===== config.mk =====
export PLATFORM = sky130hd
export DESIGN_NAME = code_entry_unit
export DESIGN_NICKNAME = d
export VERILOG_FILES = /design/src/rtl/lock_pkg.sv /design/src/rtl/key_edge_detect.sv /design/src/rtl/code_entry_unit.sv
export SDC_FILE = /design/constraint.sdc
export NUM_CORES = 1
export LEC_CHECK = 0
export BUFFER_PORTS_ARGS = -buffer_cell sky130_fd_sc_hd__buf_4
export CAP_MARGIN = 20
export CELL_PAD_IN_SITES_DETAIL_PLACEMENT = 1
export CELL_PAD_IN_SITES_GLOBAL_PLACEMENT = 1
export CORE_MARGIN = 10
export CORE_UTILIZATION = 56
export CTS_CLUSTER_SIZE = 40
export DETAILED_ROUTE_END_ITERATION = 6
export PLACE_DENSITY_LB_ADDON = 0.15
export SETUP_SLACK_MARGIN = 0.4
export SLEW_MARGIN = 30
export SYNTH_ARGS = -nofsm -noshare
export SYNTH_HDL_FRONTEND = slang
export SYNTH_SLANG_ARGS = --single-unit

===== constraint.sdc =====
create_clock -name hwclk -period 3 [get_ports hwclk]
set_clock_uncertainty 0.1 [all_clocks]
set_input_delay 0.9 -clock hwclk [delete_from_list [all_inputs] [get_ports hwclk]]
set_output_delay 0.9 -clock hwclk [all_outputs]
set_load 0.01 [all_outputs]

===== src/rtl/lock_pkg.sv =====
// Shared definitions between the lock controller FSM and the code entry datapath.
package lock_pkg;

  typedef enum logic [1:0] {
    COMPAREPC = 2'b00,
    COMPAREUC = 2'b01,
    MATCHUC   = 2'b10,
    STOREUC   = 2'b11
  } compare_type_e;

  localparam logic [3:0] KEY_CANCEL = 4'd7;
  localparam logic [3:0] KEY_ENTER  = 4'd8;
  localparam logic [3:0] KEY_LOCK   = 4'd9;
  localparam logic [3:0] DIGIT_MAX  = 4'd6;

  // Keys above DIGIT_MAX are either controller keys or unused, never code digits.
  function automatic logic is_digit(input logic [3:0] key);
    return key <= DIGIT_MAX;
  endfunction

endpackage


===== src/rtl/key_edge_detect.sv =====
// Keypad strobe edge detector: a press is the 1->0 transition of bstate.
module key_edge_detect (
  input  logic       hwclk,
  input  logic       rst_n,
  input  logic       i_bstate,
  input  logic [3:0] i_button,
  output logic       o_press,
  output logic [3:0] o_key
);

  logic r_prev_bstate;

  // NOTE: sequential state uses non-blocking assignments so every flop samples pre-edge values.
  always_ff @(posedge hwclk or negedge rst_n) begin
    if (!rst_n) r_prev_bstate <= 1'b0;
    else        r_prev_bstate <= i_bstate;
  end

  // The key value is taken in the same cycle the press pulse is high.
  assign o_press = r_prev_bstate & ~i_bstate;
  assign o_key   = i_button;

endmodule


===== src/rtl/code_entry_unit.sv =====
// Keypad code entry datapath: captures digits, holds PC/UC/temp codes and reports compares.
module code_entry_unit
  import lock_pkg::*;
#(
  parameter int                   MAX_LEN      = 8,
  parameter int                   MIN_LEN      = 4,
  parameter int                   PC_LEN       = 4,
  parameter logic [4*MAX_LEN-1:0] PC_CODE      = 'h0000_1234,
  parameter logic [4*MAX_LEN-1:0] UC_RESET     = 'h0000_3210,
  parameter int                   UC_RESET_LEN = 4
) (
  input  logic       hwclk,
  input  logic       rst_n,
  input  logic [3:0] button,
  input  logic       bstate,
  input  logic       read_input,
  input  logic [1:0] compareType,
  input  logic       store,
  output logic       correct_input,
  output logic       data_ready,
  output logic       validLength,
  output logic       validLengthPC
);

  localparam int BW = 4 * MAX_LEN;
  localparam int LW = $clog2(MAX_LEN + 1);
  localparam logic [LW-1:0] MAX_LEN_V = LW'(MAX_LEN);
  localparam logic [LW-1:0] MIN_LEN_V = LW'(MIN_LEN);
  localparam logic [LW-1:0] PC_LEN_V  = LW'(PC_LEN);

  logic          w_press;
  logic [3:0]    w_key;
  compare_type_e w_ct;
  logic          w_session_start;
  logic          w_digit_press;
  logic          w_store_edge;
  logic          w_match;

  logic          r_prev_read_input;
  logic          r_prev_store;
  compare_type_e r_prev_ct;
  logic [BW-1:0] r_entry;
  logic [LW-1:0] r_entry_len;
  logic          r_overflow;
  logic [BW-1:0] r_temp;
  logic [LW-1:0] r_temp_len;
  logic [BW-1:0] r_uc;
  logic [LW-1:0] r_uc_len;
  logic          r_correct;
  logic          r_data_ready;
  logic          r_valid_len;
  logic          r_valid_len_pc;

  key_edge_detect u_key_edge_detect (
    .hwclk    (hwclk),
    .rst_n    (rst_n),
    .i_bstate (bstate),
    .i_button (button),
    .o_press  (w_press),
    .o_key    (w_key)
  );

  assign w_ct            = compare_type_e'(compareType);
  assign w_session_start = read_input & (~r_prev_read_input | (w_ct != r_prev_ct));
  assign w_digit_press   = w_press & is_digit(w_key) & read_input & ~w_session_start;
  assign w_store_edge    = store & ~r_prev_store & (r_temp_len != '0);

  // Digits past the shorter length never take part; lengths must match first.
  function automatic logic codes_equal(input logic [BW-1:0] a, input logic [LW-1:0] a_len,
                                       input logic [BW-1:0] b, input logic [LW-1:0] b_len);
    logic eq;
    eq = (a_len == b_len);
    for (int i = 0; i < MAX_LEN; i++) begin
      if ((i < int'(a_len)) && (a[i*4 +: 4] != b[i*4 +: 4])) eq = 1'b0;
    end
    return eq;
  endfunction

  // NOTE: every combinational output gets a default first so no path can infer a latch.
  always_comb begin
    w_match = 1'b0;
    case (w_ct)
      COMPAREPC: w_match = codes_equal(r_entry, r_entry_len, PC_CODE, PC_LEN_V);
      COMPAREUC: w_match = codes_equal(r_entry, r_entry_len, r_uc, r_uc_len);
      MATCHUC:   w_match = codes_equal(r_entry, r_entry_len, r_temp, r_temp_len);
      default:   w_match = 1'b0;
    endcase
    if (r_overflow) w_match = 1'b0;
  end

  // NOTE: the code buffers are small flop arrays, so they are reset like any other register.
  always_ff @(posedge hwclk or negedge rst_n) begin
    if (!rst_n) begin
      r_prev_read_input <= 1'b0;
      r_prev_store      <= 1'b0;
      r_prev_ct         <= COMPAREPC;
      r_entry           <= '0;
      r_entry_len       <= '0;
      r_overflow        <= 1'b0;
      r_temp            <= '0;
      r_temp_len        <= '0;
      r_uc              <= UC_RESET;
      r_uc_len          <= LW'(UC_RESET_LEN);
    end else begin
      r_prev_read_input <= read_input;
      r_prev_store      <= store;
      r_prev_ct         <= w_ct;

      if (w_session_start) begin
        // A finished STOREUC entry becomes the first-entry copy for the confirm step.
        if (r_prev_ct == STOREUC) begin
          r_temp     <= r_entry;
          r_temp_len <= r_entry_len;
        end
        r_entry_len <= '0;
        r_overflow  <= 1'b0;
      end else if (w_digit_press) begin
        if (r_entry_len == MAX_LEN_V) begin
          r_overflow <= 1'b1;
        end else begin
          for (int i = 0; i < MAX_LEN; i++) begin
            if (i == int'(r_entry_len)) r_entry[i*4 +: 4] <= w_key;
          end
          r_entry_len <= r_entry_len + LW'(1);
        end
      end

      if (w_store_edge) begin
        r_uc     <= r_temp;
        r_uc_len <= r_temp_len;
      end
    end
  end

  always_ff @(posedge hwclk or negedge rst_n) begin
    if (!rst_n) begin
      r_correct      <= 1'b0;
      r_data_ready   <= 1'b0;
      r_valid_len    <= 1'b0;
      r_valid_len_pc <= 1'b0;
    end else begin
      r_correct      <= w_match;
      // High only once read_input has been low for two sampled cycles.
      r_data_ready   <= ~read_input & ~r_prev_read_input;
      r_valid_len    <= ~r_overflow & (r_entry_len >= MIN_LEN_V) & (r_entry_len <= MAX_LEN_V);
      r_valid_len_pc <= ~r_overflow & (r_entry_len == PC_LEN_V);
    end
  end

  assign correct_input = r_correct;
  assign data_ready    = r_data_ready;
  assign validLength   = r_valid_len;
  assign validLengthPC = r_valid_len_pc;

endmodule

After elaboration in Yosys (flattened, before gate mapping)
Cells that the tools add are included.
{"block": "totals", "in_bits": 11, "output_inout_bits": 4, "wordCells": 165, "ff_bits": 118}
{"block": "op_classes", "n_eq_ne": 36, "n_lt_le_gt_ge": 11, "reduce_logical": 44, "add_sub_neg": 1, "muxes": 32, "n_bitwise": 19}
{"op": "$ne A4 B4 Y1", "count": 16}
{"op": "$reduce_and A4 Y1", "count": 8}
{"op": "$mux W1", "count": 28}
{"op": "$logic_and A1 B1 Y1", "count": 24}
{"op": "$reduce_bool A4 Y1", "count": 5}
{"op": "$eq A4 B4 Y1 const A", "count": 4}
{"op": "$lt A3 B4 Y1 const A", "count": 4}
{"op": "$mux W4", "count": 3}
{"op": "$and A1 B1 Y1", "count": 11}
{"op": "$eq A3 B4 Y1 const A", "count": 2}
{"op": "$eq A4 B4 Y1", "count": 2}
{"op": "$lt A1 B4 Y1 const A", "count": 2}
{"op": "$lt A2 B4 Y1 const A", "count": 2}
{"op": "$ne A4 B2 Y1 const B", "count": 2}
{"op": "$not A1 Y1", "count": 7}
{"op": "$reduce_and A2 Y1", "count": 3}
{"op": "$add A4 B1 Y4 const B", "count": 1}
{"op": "$eq A2 B2 Y1 const B", "count": 2}
{"op": "$eq A2 B4 Y1 const A", "count": 1}
{"op": "$eq A4 B3 Y1 const B", "count": 1}
{"op": "$eq A4 B4 Y1 const B", "count": 1}
{"op": "$ge A4 B3 Y1 const B", "count": 1}
{"op": "$le A4 B3 Y1 const B", "count": 1}
{"op": "$le A4 B4 Y1 const B", "count": 1}
{"op": "10 further kinds", "count": 11}

Longest topological paths before layout
{"block": "logic_depth", "depth_word": 12, "ltp_mapped": 8, "mapped_depth_nobuf": 7}

By module
From an unflattened synthesis, not the netlist that was laid out.
{"block": "hier_totals", "hier_cells": 419, "hier_area_um2": 5531.6}
{"mod": "code_entry_unit", "cells_each": 413, "seq_area_each_um2": 2934.1, "area_per_inst_um2": 5462.7, "instances": 1}
{"mod": "key_edge_detect", "cells_each": 6, "seq_area_each_um2": 25.0, "area_per_inst_um2": 68.8, "instances": 1}

Least setup slack after synthesis
OpenSTA, ideal clock, no wires.
{"block": "synth_path", "kind": "input to register", "from": "input port compareType[1]", "to": "register r_temp[0]", "required_time_ps": 2775, "n_path_buf": 2, "setup_ps": 125, "path_stages": 6, "t_arrival_ps": 2112, "slack_ps": 663, "path_cell_list": "xnor2_1 a31oi_4 and3_1 buf_6 buf_12 mux2_4"}
{"block": "synth_between", "elab_chain_cells": 4}
{"item": "start, declared", "line": "code_entry_unit.sv:17", "rtl": "input logic [1:0] compareType,"}
{"item": "$ne A2 B2 Y1", "line": "code_entry_unit.sv:64", "rtl": "assign w_session_start = read_input & (~r_prev_read_input | (w_ct != r_prev_ct));"}
{"item": "$or A1 B1 Y1", "line": "code_entry_unit.sv:64"}
{"item": "$and A1 B1 Y1", "line": "code_entry_unit.sv:64"}
{"item": "$reduce_and A2 Y1 (no line)"}
{"item": "end signal, assigned", "line": "code_entry_unit.sv:112", "rtl": "r_temp <= r_entry;"}
{"item": "end, declared", "line": "code_entry_unit.sv:45", "rtl": "logic [BW-1:0] r_temp;"}
Every way passes these cells.
A chain may end at the register's enable or synchronous reset.

Worst setup path after layout
{"block": "layout_path", "from": "register r_entry_len[0]", "to": "register r_correct, in the netlist correct_input"}
{"block": "layout_between", "elab_chain_cells": 12, "elab_cells_between_ends": 61, "classes_between": "order compare (8); eq/ne (3); mux (26); reduce/logical (24)"}
{"item": "start, declared", "line": "code_entry_unit.sv:43", "rtl": "logic [LW-1:0] r_entry_len;"}
{"item": "start signal, assigned", "line": "code_entry_unit.sv:124", "rtl": "r_entry_len <= r_entry_len + LW'(1);"}
{"item": "$lt A1 B4 Y1", "line": "code_entry_unit.sv:74", "rtl": "if ((i < int'(a_len)) && (a[i*4 +: 4] != b[i*4 +: 4])) eq = 1'b0;"}
{"item": "$logic_and A1 B1 Y1", "line": "code_entry_unit.sv:74"}
{"item": "$mux W1 (8 in series)", "line": "code_entry_unit.sv:74"}
{"item": "$pmux W1 S3 (*)", "line": "code_entry_unit.sv:82", "rtl": "case (w_ct)"}
{"item": "$mux W1 (*)", "line": "code_entry_unit.sv:88", "rtl": "if (r_overflow) w_match = 1'b0;"}
{"item": "named net w_match", "line": "code_entry_unit.sv:37", "rtl": "logic w_match;"}
{"item": "end signal, assigned", "line": "code_entry_unit.sv:142", "rtl": "r_correct <= w_match;"}
{"item": "end, declared", "line": "code_entry_unit.sv:49", "rtl": "logic r_correct;"}
The timed path passes the listed nets; every way through them passes the cells marked *.

==> impl_results.md <==
- Status: finished, final reports clean
- Clock power share: 51.9%
- Vias in the first global route: 3958
- Synth Flop Type: dfrtp_1
- Met3 Resource Use GR: 5.25%
- Met1 usage: 23.4%
- Top post-synthesis cells by count: 113 x dfrtp_1, 67 x xnor2_1, 66 x mux2_2, 30 x mux2_4, 13 x nor2_1
- Root Buffer Master: clkbuf_8
- Net switching power: 0.000942 W
- Leak: 2.98 nW
- Largest area contributor in the netlist: dfrtp_1
- Clock Latency Late Sink: 0.53 ns
- Met2 Track Usage GR: 33.9%
- Final setup fails: 0
- Share of layout cells above drive strength 1: 35.1%
- Avg Cell Area, Syn: 13.8 um^2
- Async SR Flop Fraction: 100%
- Max Buffers Root-to-Sink: 2
- Worst EP required: 3.35 ns
- Pin count of the biggest net entering global routing: 65
- Syn Inst Count: 408
- R2R setup slack: 0.50 ns
- Critical-path cell list: ha_1 -> nor3_1 -> a41oi_1 -> a2111oi_0 -> o21ai_0 -> o221ai_1
- Reg-to-reg startpoint: r_entry_len[0]
- Delay-heaviest family, CP: compound AO/OA/AOI/OAI gates
- Area after DPL: 0.00586 mm^2
- Int Pwr: 0.00332 W
- RePlAce Congestion: 0.872
- Max transition margin: 53.5%
- Initial core utilization: 57.4%
- Power Density: 654 mW/mm^2
- Core Box Area: 0.00977 mm^2
- FMAX: 0.399 GHz
- Die Y: 120 um
- Initial antenna violation count: 0
- First drt pass iteration count: 4
- PostCTS Resize Cnt: 0
- Cell area after layout: 0.00651 mm^2
- Critical path endpoint category: flop
- Die Area: 0.0144 mm^2
- Total grt overflow: 0
- Boundary pin count: 15
- Fin. Hold Viols: 0
- Per-cell routed wire length: 23.5 um
- Min-Delay Path Class: in -> async
- Yosys reg bits: 118
- Worst-path clk slew: 0.06 ns
- Max_cap viols: 0
- FP Rows: 36
- Mapped cell area: 0.00561 mm^2
- RSZ-0062 raised after global routing: no
- CP max FO: 8
- Critical path class: reg -> reg
- Hold Buf Count CTS: 0
- Buffers added on ports: 14
- CTS tree: yes
- Critical path's slowest cell: a2111oi_0
- Vias per cell: 5.79
- Count leader, synth: dfrtp_1
- Die width: 120 um
- Synth Net Count: 423
- First-pass GRT wire length: 22.1 mm
- Yosys top cell area share: 50.4%
- All-Layer GR Usage: 20.1%
- Startpoint types: flop
- Initial drt markers: 185
- Worst VDD drop: 485 uV
- # diodes: 0
- YS warnings: 0
- Worst Tran Pin Value: 0.681 ns
- Post-synth EDFFs: 0
- Min Tclk post-route: 2.50 ns
- Sequential share of the synthesized area: 52.7%
- CP Buf/Inv Count: 0
- Slew Viols, Final: 0
- Setup ws final: 0.495 ns
- Post-CTS setup buffer count: 0
- Sequential share of power: 40.7%
- Clk sinks: 118
- Combinational fraction of design power: 7.4%
- Antenna-violating nets left: 0
- Via Count: 3376
- Grt peak-use layer: met2
- DRC: 0
- Switching Share: 22.1%
- Tcrit/Tclk final: 83.5%
- FF-to-FF End: correct_input
- CTS buffer count: 17
- Setup TNS: 0 ns
- Count of different cell masters after synthesis: 45
- Nets: 452
- Worst EP arrival: 2.85 ns
- Pre-CTS WS: 0.258 ns
- Post-Route WL: 13.7 mm
- Worst reg2reg path depth: 6
- Synth area leaders: dfrtp_1 50%, mux2_2 13%, xnor2_1 10%
- Area Overhead vs Synth: 16.1%
- Slowest stage delay, CP: 0.57 ns
- H-tree Lvls: 4
- Final HPWL DP: 8.59 mm
power groups by stage:
stage,Clock (W),Combinational (W),Sequential (W)
detailed placement,0,0.000312,0.00176
global placement,0,0.000301,0.00175
floorplan,0,0.000206,0.00174
global route,0.00234,0.000340,0.00174
CTS,0.00225,0.000320,0.00173
finish,0.00221,0.000315,0.00173
worst reg2reg max path: stages (launching register included):
cell and delay (ns):
dfrtp_1 0.49, ha_1 0.35, nor3_1 0.36, a41oi_1 0.11, a2111oi_0 0.57, o21ai_0 0.22
o221ai_1 0.22
area by class of cell:
type                    count  area (um^2)
flip-flops and latches    118         2960
well taps                 133          166
fillers                   933         3260
clock buffers              25          514
clock inverters             7          138
repair buffers             21          183
multi-input cells         274         2530
inverters                   5         18.8
metrics by stage:
stage	utilization [%]	hold slack, ns	power, W	instances
3_5_place_dp	60.0	0.387	0.00207	551
5_1_grt	66.6	0.237	0.00442	583
3_3_place_gp	60.0	0.380	0.00205	551
2_1_floorplan	-	0.353	0.00194	408
6_report	66.6	0.215	0.00426	583
4_1_cts	66.6	0.227	0.00430	583
routing by layer:
layer,up-vias,part of all wire [%]
met5,-,0
met4,0,2.2
met3,26,2.4
met2,44,52
met1,1797,43
li1,1509,-
worst max-delay path by stage:
stage	from	endpoint	slack [ns]	cells past startpoint
3_3_place_gp	button[3]	r_entry[29]	0.28	6
4_1_cts	r_entry_len[0]	correct_input	0.62	6
6_report	r_entry_len[0]	correct_input	0.50	6
5_1_grt	r_entry_len[0]	correct_input	0.45	6
2_1_floorplan	compareType[1]	r_temp[0]	0.66	6
3_5_place_dp	compareType[1]	r_temp[24]	0.26	6
flip-flops by register name (all words and copies together) (netlist names):
| register | count |
|---|---|
| r_temp_len | 4 |
| r_uc_len | 4 |
| r_prev_ct | 2 |
| r_entry | 32 |
| r_prev_read_input | 1 |
| r_overflow | 1 |
| r_entry_len | 4 |
| validLengthPC | 1 |
| u_key_edge_detect.r_prev_bstate | 1 |
| correct_input | 1 |
| r_uc | 32 |
| r_prev_store | 1 |
| validLength | 1 |
| r_temp | 32 |
| data_ready | 1 |
layout by cell type, fill, tap and decap left out, types with 2 or more instances in the layout:
cell type	count
nand2_1	9
nor4_1	6
nand2b_1	2
o2111ai_1	2
bufinv_16	4
a41oi_1	5
buf_12	2
clkbuf_16	16
a21oi_1	8
xnor2_1	67
nor2_1	13
inv_1	5
nand3_1	4
xor2_1	9
clkinv_2	2
mux2_2	66
dfstp_2	5
and2_1	7
dfrtp_1	113
clkbuf_8	8
ha_1	4
nor3_1	3
nand4_1	11
a2111oi_0	2
o21ai_0	3
nor4b_1	2
mux2_4	30
buf_4	19
nor3b_2	2
logic make-up (layout without fill, tap and decap cells):
| group | after synthesis | after routing | synth area share (%) |
|---|---|---|---|
| xor gates and xnor gates | 76 | 76 | 11.9 |
| DFF | 118 | 118 | 52.7 |
| and+or+nand+nor | 69 | 69 | 7.11 |
| adders and majority gates | 4 | 4 | 0.892 |
| AOI/OAI and AO/OA | 28 | 28 | 3.75 |
| muxes | 97 | 97 | 21.5 |
| buffers and inverters | 16 | 58 | 2.19 |
Note: power is estimated with default switching activity, not from simulation.
